===== src/rtl/svc_soc_io_arb.sv =====
// Two-master arbiter for the SoC I/O register bus: the CPU always wins, and an aux
// valid/ready master is buffered and issued only on idle bus cycles, with a starvation flag.
module svc_soc_io_arb #(
    parameter int AW           = 32,
    parameter int DW           = 32,
    parameter int STARVE_LIMIT = 1024
) (
    input  logic              clk,
    input  logic              rst_n,
    input  logic              cpu_ren,
    input  logic [AW-1:0]     cpu_raddr,
    output logic [DW-1:0]     cpu_rdata,
    input  logic              cpu_wen,
    input  logic [AW-1:0]     cpu_waddr,
    input  logic [DW-1:0]     cpu_wdata,
    input  logic [DW/8-1:0]   cpu_wstrb,
    input  logic              aux_valid,
    output logic              aux_ready,
    input  logic              aux_write,
    input  logic [AW-1:0]     aux_addr,
    input  logic [DW-1:0]     aux_wdata,
    input  logic [DW/8-1:0]   aux_wstrb,
    output logic              aux_rsp_valid,
    output logic [DW-1:0]     aux_rsp_rdata,
    output logic              aux_starved,
    output logic              io_ren,
    output logic [AW-1:0]     io_raddr,
    input  logic [DW-1:0]     io_rdata,
    output logic              io_wen,
    output logic [AW-1:0]     io_waddr,
    output logic [DW-1:0]     io_wdata,
    output logic [DW/8-1:0]   io_wstrb
);
    localparam int SW = DW / 8;
    localparam int WW = $clog2(STARVE_LIMIT + 1);
    localparam logic [WW-1:0] LIMIT_W = WW'(STARVE_LIMIT);

    logic            pend_r;
    logic            pend_write_r;
    logic [AW-1:0]   pend_addr_r;
    logic [DW-1:0]   pend_wdata_r;
    logic [SW-1:0]   pend_wstrb_r;
    logic            rd_aux_r;
    logic [WW-1:0]   wait_r;
    logic            starved_r;

    logic            cpu_busy_s;
    logic            issue_s;
    logic            accept_s;
    logic            blocked_s;
    logic [WW-1:0]   wait_inc_s;

    assign cpu_busy_s = cpu_ren | cpu_wen;
    assign issue_s    = pend_r & ~cpu_busy_s;
    assign aux_ready  = ~pend_r | issue_s;
    assign accept_s   = aux_valid & aux_ready;
    assign blocked_s  = pend_r & cpu_busy_s;
    assign wait_inc_s = (wait_r == LIMIT_W) ? LIMIT_W : (wait_r + WW'(1'b1));

    assign cpu_rdata     = io_rdata;
    assign aux_rsp_valid = rd_aux_r;
    assign aux_rsp_rdata = io_rdata;
    assign aux_starved   = starved_r;

    // Downstream bus mux: CPU pass-through, else the buffered aux request, else idle.
    always_comb begin
        io_ren   = 1'b0;
        io_raddr = {AW{1'b0}};
        io_wen   = 1'b0;
        io_waddr = {AW{1'b0}};
        io_wdata = {DW{1'b0}};
        io_wstrb = {SW{1'b0}};
        if (cpu_busy_s) begin
            io_ren   = cpu_ren;
            io_raddr = cpu_raddr;
            io_wen   = cpu_wen;
            io_waddr = cpu_waddr;
            io_wdata = cpu_wdata;
            io_wstrb = cpu_wstrb;
        end else if (issue_s) begin
            if (pend_write_r) begin
                io_wen   = 1'b1;
                io_waddr = pend_addr_r;
                io_wdata = pend_wdata_r;
                io_wstrb = pend_wstrb_r;
            end else begin
                io_ren   = 1'b1;
                io_raddr = pend_addr_r;
            end
        end else begin
            io_ren = 1'b0;
        end
    end

    // One-entry aux request buffer; an issue and a fresh accept in one cycle reload it.
    always_ff @(posedge clk or negedge rst_n) begin
        if (!rst_n) begin
            pend_r       <= 1'b0;
            pend_write_r <= 1'b0;
            pend_addr_r  <= {AW{1'b0}};
            pend_wdata_r <= {DW{1'b0}};
            pend_wstrb_r <= {SW{1'b0}};
        end else if (accept_s) begin
            pend_r       <= 1'b1;
            pend_write_r <= aux_write;
            pend_addr_r  <= aux_addr;
            pend_wdata_r <= aux_wdata;
            pend_wstrb_r <= aux_wstrb;
        end else if (issue_s) begin
            pend_r <= 1'b0;
        end
    end

    // Marks the cycle in which the bank returns data for an aux read.
    always_ff @(posedge clk or negedge rst_n) begin
        if (!rst_n) begin
            rd_aux_r <= 1'b0;
        end else begin
            rd_aux_r <= issue_s & ~pend_write_r;
        end
    end

    // Starvation monitor: counts consecutive blocked cycles; the flag is sticky until reset.
    always_ff @(posedge clk or negedge rst_n) begin
        if (!rst_n) begin
            wait_r    <= {WW{1'b0}};
            starved_r <= 1'b0;
        end else begin
            if (blocked_s) begin
                wait_r <= wait_inc_s;
            end else begin
                wait_r <= {WW{1'b0}};
            end
            if (blocked_s && (wait_inc_s == LIMIT_W)) begin
                starved_r <= 1'b1;
            end
        end
    end

endmodule


===== config.mk =====
export PLATFORM = sky130hd
export DESIGN_NAME = svc_soc_io_arb
export DESIGN_NICKNAME = d
export VERILOG_FILES = /design/src/rtl/svc_soc_io_arb.sv
export SDC_FILE = /design/constraint.sdc
export NUM_CORES = 1
export LEC_CHECK = 0
export CORE_AREA = 2 2 146 148
export DETAILED_ROUTE_END_ITERATION = 8
export DIE_AREA = 0 0 148 150
export DONT_BUFFER_PORTS = 1
export GPL_TIMING_DRIVEN = 0
export SETUP_SLACK_MARGIN = 0.2
export SLEW_MARGIN = 20
export SYNTH_ARGS = -nofsm -noshare
export SYNTH_HDL_FRONTEND = slang
export SYNTH_SLANG_ARGS = --single-unit

===== constraint.sdc =====
create_clock -name clk -period 3.2 [get_ports clk]
set_input_delay 0.32 -clock clk [delete_from_list [all_inputs] [get_ports clk]]
set_output_delay 0.32 -clock clk [all_outputs]
set_load 0.05 [all_outputs]

# After elaboration in Yosys (flattened, before gate mapping)
# Cells that the tools add are included.
totals:
  output_inout_bits: 169
  wordCells: 44
  register_bits: 83
op_classes:
  n_reduce_logical: 2
  muxes: 22
  add_sub_neg: 1
  bitwise: 9
  eq_ne: 2
op_table:
  columns: ["cell", "n"]
  rows:
  - ["two-way mux 32 bit", 9]
  - ["equality test 11 bit (second input constant)", 2]
  - ["two-way mux 11 bit", 2]
  - ["two-way mux 4 bit", 3]
  - ["adder 11 x 1 -> 11 bit (second input constant)", 1]
  - ["two-way mux 1 bit", 8]
  - ["AND 1 bit", 4]
  - ["NOT 1 bit", 3]
  - ["OR 1 bit", 2]
  - ["nonzero test 2 bit", 1]
  - ["logical AND 1 bit", 1]

# Logic depth before layout (Yosys ltp)
depth:
  word_depth: 6
  depth_mapped: 7
  depth_no_buf: 6

# Worst setup path after synthesis
# OpenSTA, ideal clock, no wires.
synth_path:
  kind: "input port to output port"
  from: "input port cpu_wen"
  to: "output port io_raddr[10]"
  path_stages: 5
  required_time_ns: 2.880
  n_path_buf: 2
  path_slack_ns: 1.242
  arrival_ns: 1.638
  cell_sequence: "or2_1 > buf_6 > nor3b_2 > buf_2 > a22o_1"
synth_between:
  elab_chain_cells: 5
synth_rtl:
  columns: ["item", "line_no", "text"]
  rows:
  - ["start: declaration", "13", "input logic cpu_wen,"]
  - ["OR 1 bit (*)", "53", "assign cpu_busy_s = cpu_ren | cpu_wen;"]
  - ["NOT 1 bit", "54", "assign issue_s = pend_r & ~cpu_busy_s;"]
  - ["AND 1 bit", "54", null]
  - ["two-way mux 32 bit", "80", "end else if (issue_s) begin"]
  - ["two-way mux 32 bit (*)", "73", "if (cpu_busy_s) begin"]
  - ["end: declaration", "27", "output logic [AW-1:0] io_raddr,"]
# Every way passes the cells marked *; elsewhere a longest branch is shown, timed or not.

# Final worst setup path
layout_path:
  from: "register pend_r"
  to: "output port io_waddr[13]"
layout_between:
  elab_chain_cells: 3
layout_rtl:
  columns: ["item", "line_no", "text"]
  rows:
  - ["start: declaration", "38", "logic pend_r;"]
  - ["start signal: assignment", "98", "pend_r <= 1'b0;"]
  - ["start signal: assignment", "104", "pend_r <= 1'b1;"]
  - ["start signal: assignment", "110", "pend_r <= 1'b0;"]
  - ["AND 1 bit", "54", null]
  - ["two-way mux 32 bit", "80", null]
  - ["two-way mux 32 bit", "73", null]
  - ["end: declaration", "30", "output logic [AW-1:0] io_waddr,"]
# Every way passes these cells.

==> impl_metrics.py <==
metrics = {
    "yosys": {
        "netlist.area_leader.share_pct": 43.0,
        "async_flop_share_pct": 100,
        "synthesis.yosys.warnings": 0,
        "synth_area_leader_cell": "dfrtp_1",
        "synth_edf_count": 0,
        "synth-seq-area-share_pct": 43.0,
        "synthTopCellsByArea": "dfrtp_1 43%, a22o_1 18%, mux2_2 14%",
        "synthCells": 412,
        "synth.net_count": 620,
        "synth_most_common_cell": "a22o_1",
        "ys_types": 33,
        "yosys-top-cells-count": "100 x a22o_1, 83 x dfrtp_1, 64 x buf_4",
        "syn_avg_cell_area_um2": 11.7,
        "synthesis.area_um2": 4830,
        "synth_ff_type": "dfrtp_1",
        "ys_ff_latch": 83,
    },
    "outcome": {
        "status": "completed",
    },
    "sta": {
        "min_period_ns": 2.84,
        "fin_crit_sh_pct": 88.9,
        "tightest_slew_ns": 0.833,
        "setup_violations": 0,
        "fmax_mhz": 352,
        "setup-tns-final_ns": 0,
        "rsz0062_at_grt": "false",
        "drv_slew": 0,
        "slew-limit-headroom_pct": 44.5,
        "skew_ns": 0.00684,
        "hold_violations": 0,
    },
    "critical_path": {
        "start_kind": "flip-flop",
        "rr_startpoint": "wait_r[0]",
        "crit_buf_inv": 2,
        "cp.required_ns": 2.88,
        "crit_arrival_ns": 2.52,
        "path_class": "reg2out",
        "max_stage_delay_ns": 0.68,
        "crit_chain": "and4bb_2, buf_2, clkbuf_1, a22o_1",
        "endpoint_kind": "output pin",
        "crit_family": "buffers and inverters",
        "critical_path.startpoint": "pend_r",
        "crit_fanout": 10,
        "cpMaxStageDelayCell": "a22o_1",
    },
    "die": {
        "io_pins": 375,
        "fp.dieArea_um2": 22200,
        "start_util_pct": 23.3,
        "core_area_um2": 20700,
        "rows": 53,
        "fp.dieW_um": 148,
        "dieHeight_um": 150,
    },
    "global_routing": {
        "grt.total_usage_pct": 14.0,
        "antenna_found_initial": 2,
        "gr-total-overflow": 0,
        "grt_max_degree": 84,
        "grt_pass1_wl_um": 22700,
        "grt_pass1_vias": 3549,
    },
    "clocking": {
        "cts_resized": 0,
        "cts_buffers": 9,
        "clock-sinks": 83,
        "clk_pin_slew_ns": 0.06,
        "cts_buffer_depth": 2,
        "cts_setup_buffers": 0,
        "clk_latency_ns": 0.35,
        "cts_hold_buf": 2,
        "cts_max_level": 3,
        "cts_tree": "built",
        "clockRootBuffer": "clkbuf_16",
    },
    "power_and_ir_drop": {
        "power_frac_clock_pct": 30.7,
        "ir_drop_mv": 0.271,
        "combPwrFrac_pct": 32.3,
        "leakagePower_nw": 2.44,
        "seqPwrFrac_pct": 37.1,
        "p_switching_mw": 1.45,
        "intPower_mw": 2.29,
        "p_sw_share_pct": 38.7,
        "p_per_area_nw_per_um2": 675,
    },
    "place": {
        "place.detailed.hpwl_um": 13100,
        "io_buffers": 0,
        "gp_congestion": 0.751,
        "place_area_um2": 5170,
    },
    "finish": {
        "syn2layout_area_growth_pct": 14.7,
        "nets": 633,
        "final.fill_count": 2168,
        "final_area_um2": 5540,
        "drive_above_1_share_pct": 39.9,
    },
    "route": {
        "wire_per_inst_um": 23.6,
        "drc": 0,
        "drt-total-wl_um": 16600,
        "routed_via_density": 5.02,
        "drt_pass1_iterations": 4,
        "vias": 3538,
        "ant_nets": 0,
        "drt-initial-drc-count": 122,
    },
    "flow_run": {
        "cap_violations": 0,
    },
    "hold_path": {
        "hp-start": "aux_valid",
        "hold_path_class": "in2reg",
    },
}
-- flip-flops by register name, summed over array words and instances, names as in the netlist --
| name | cells |
|---|---|
| pend_write_r | 1 |
| aux_starved | 1 |
| pend_r | 1 |
| aux_rsp_valid | 1 |
| wait_r | 11 |
| pend_addr_r | 32 |
| pend_wstrb_r | 4 |
| pend_wdata_r | 32 |
-- placed cells by master (no fill, tap or decap), drive strengths merged, types with 2 or more instances in the layout --
cell type and count:
a22o 100, dfrtp 83, buf 80, mux2 69, clkbuf 26, nor2 15, xor2 9, nand2 7
nand3 6, inv 4, or2 4, and4 2, xnor2 2, a41o 2, o21ai 2, ha 2
bufinv 2, nor3b 2
-- path summary, 6_finish.rpt --
path | to | slack [ns] | cells after the start
max in group asynchronous | pend_addr_r[16] | 2.34 | 2
min reg2reg | pend_wdata_r[14] | 0.52 | 1
min | pend_r | 0.09 | 1
min in group asynchronous | wait_r[10] | 0.54 | 2
max reg2reg | aux_starved | 1.31 | 6
max | io_waddr[13] | 0.36 | 4
-- power by group through the flow --
stage / registers, mW / logic (mW) / clock network [mW]
after CTS: 1.38 / 1.22 / 1.19
after floorplan: 1.35 / 1.08 / 0
after detailed placement: 1.40 / 1.19 / 0
final: 1.38 / 1.21 / 1.15
after global placement: 1.39 / 1.18 / 0
after global routing: 1.41 / 1.26 / 1.25
-- worst register-to-register path, stage by stage (launching register included) --
cell and delay [ns]:
dfrtp_1 0.44, ha_1 0.27, and4_1 0.30, nand4_1 0.13, xor2_1 0.18, a41o_1 0.25, a41o_1 0.21
-- final cells by class --
cell class | instances | area, µm² | share of cell area [%]
buffer | 95 | 634 | 11.5
clock buffer | 10 | 239 | 4.31
antenna | 1 | 2.50 | 0.0452
sequential | 83 | 2080 | 37.5
clock inverter | 5 | 85.1 | 1.54
multi-input combinational | 231 | 2110 | 38.1
inverter | 3 | 11.3 | 0.203
timing repair buffer | 2 | 37.5 | 0.678
tap | 275 | 344 | 6.21
-- routing by layer --
metal	vias up	wire length, µm	share of wire [%]	global-route usage (%)
li1	1483	-	-	-
met2	236	8500	51	24.2
met4	2	634	3.8	6.52
met1	1783	5940	36	15.5
met5	-	13	0.078	0
met3	34	1520	9.1	4.94
-- through the flow --
| step | instances | power (mW) | hold slack (ns) | utilization [%] | setup WS (ns) |
|---|---|---|---|---|---|
| after floorplan | 412 | 2.43 | 0.0244 | - | 1.24 |
| after global placement | 687 | 2.56 | 0.0266 | 25.0 | 0.390 |
| after detailed placement | 687 | 2.59 | 0.0262 | 25.0 | 0.420 |
| after CTS | 704 | 3.79 | 0.0691 | 26.8 | 0.300 |
| after global routing | 705 | 3.92 | 0.0642 | 26.8 | 0.211 |
| final | 705 | 3.74 | 0.0854 | 26.8 | 0.356 |
-- kinds of logic (layout without fill, tap and decap cells) --
| family | after synthesis | after routing | synth area share [%] |
|---|---|---|---|
| mux | 69 | 69 | 16.9 |
| buf+inv | 98 | 115 | 13.4 |
| simple gates | 43 | 43 | 5.26 |
| fa+ha+maj | 2 | 2 | 0.518 |
| other cells | 0 | 1 | 0 |
| compound gates | 106 | 106 | 19.0 |
| flops | 83 | 83 | 43.0 |
| xor+xnor | 11 | 11 | 1.99 |
Power figures use the tool's default switching activity.
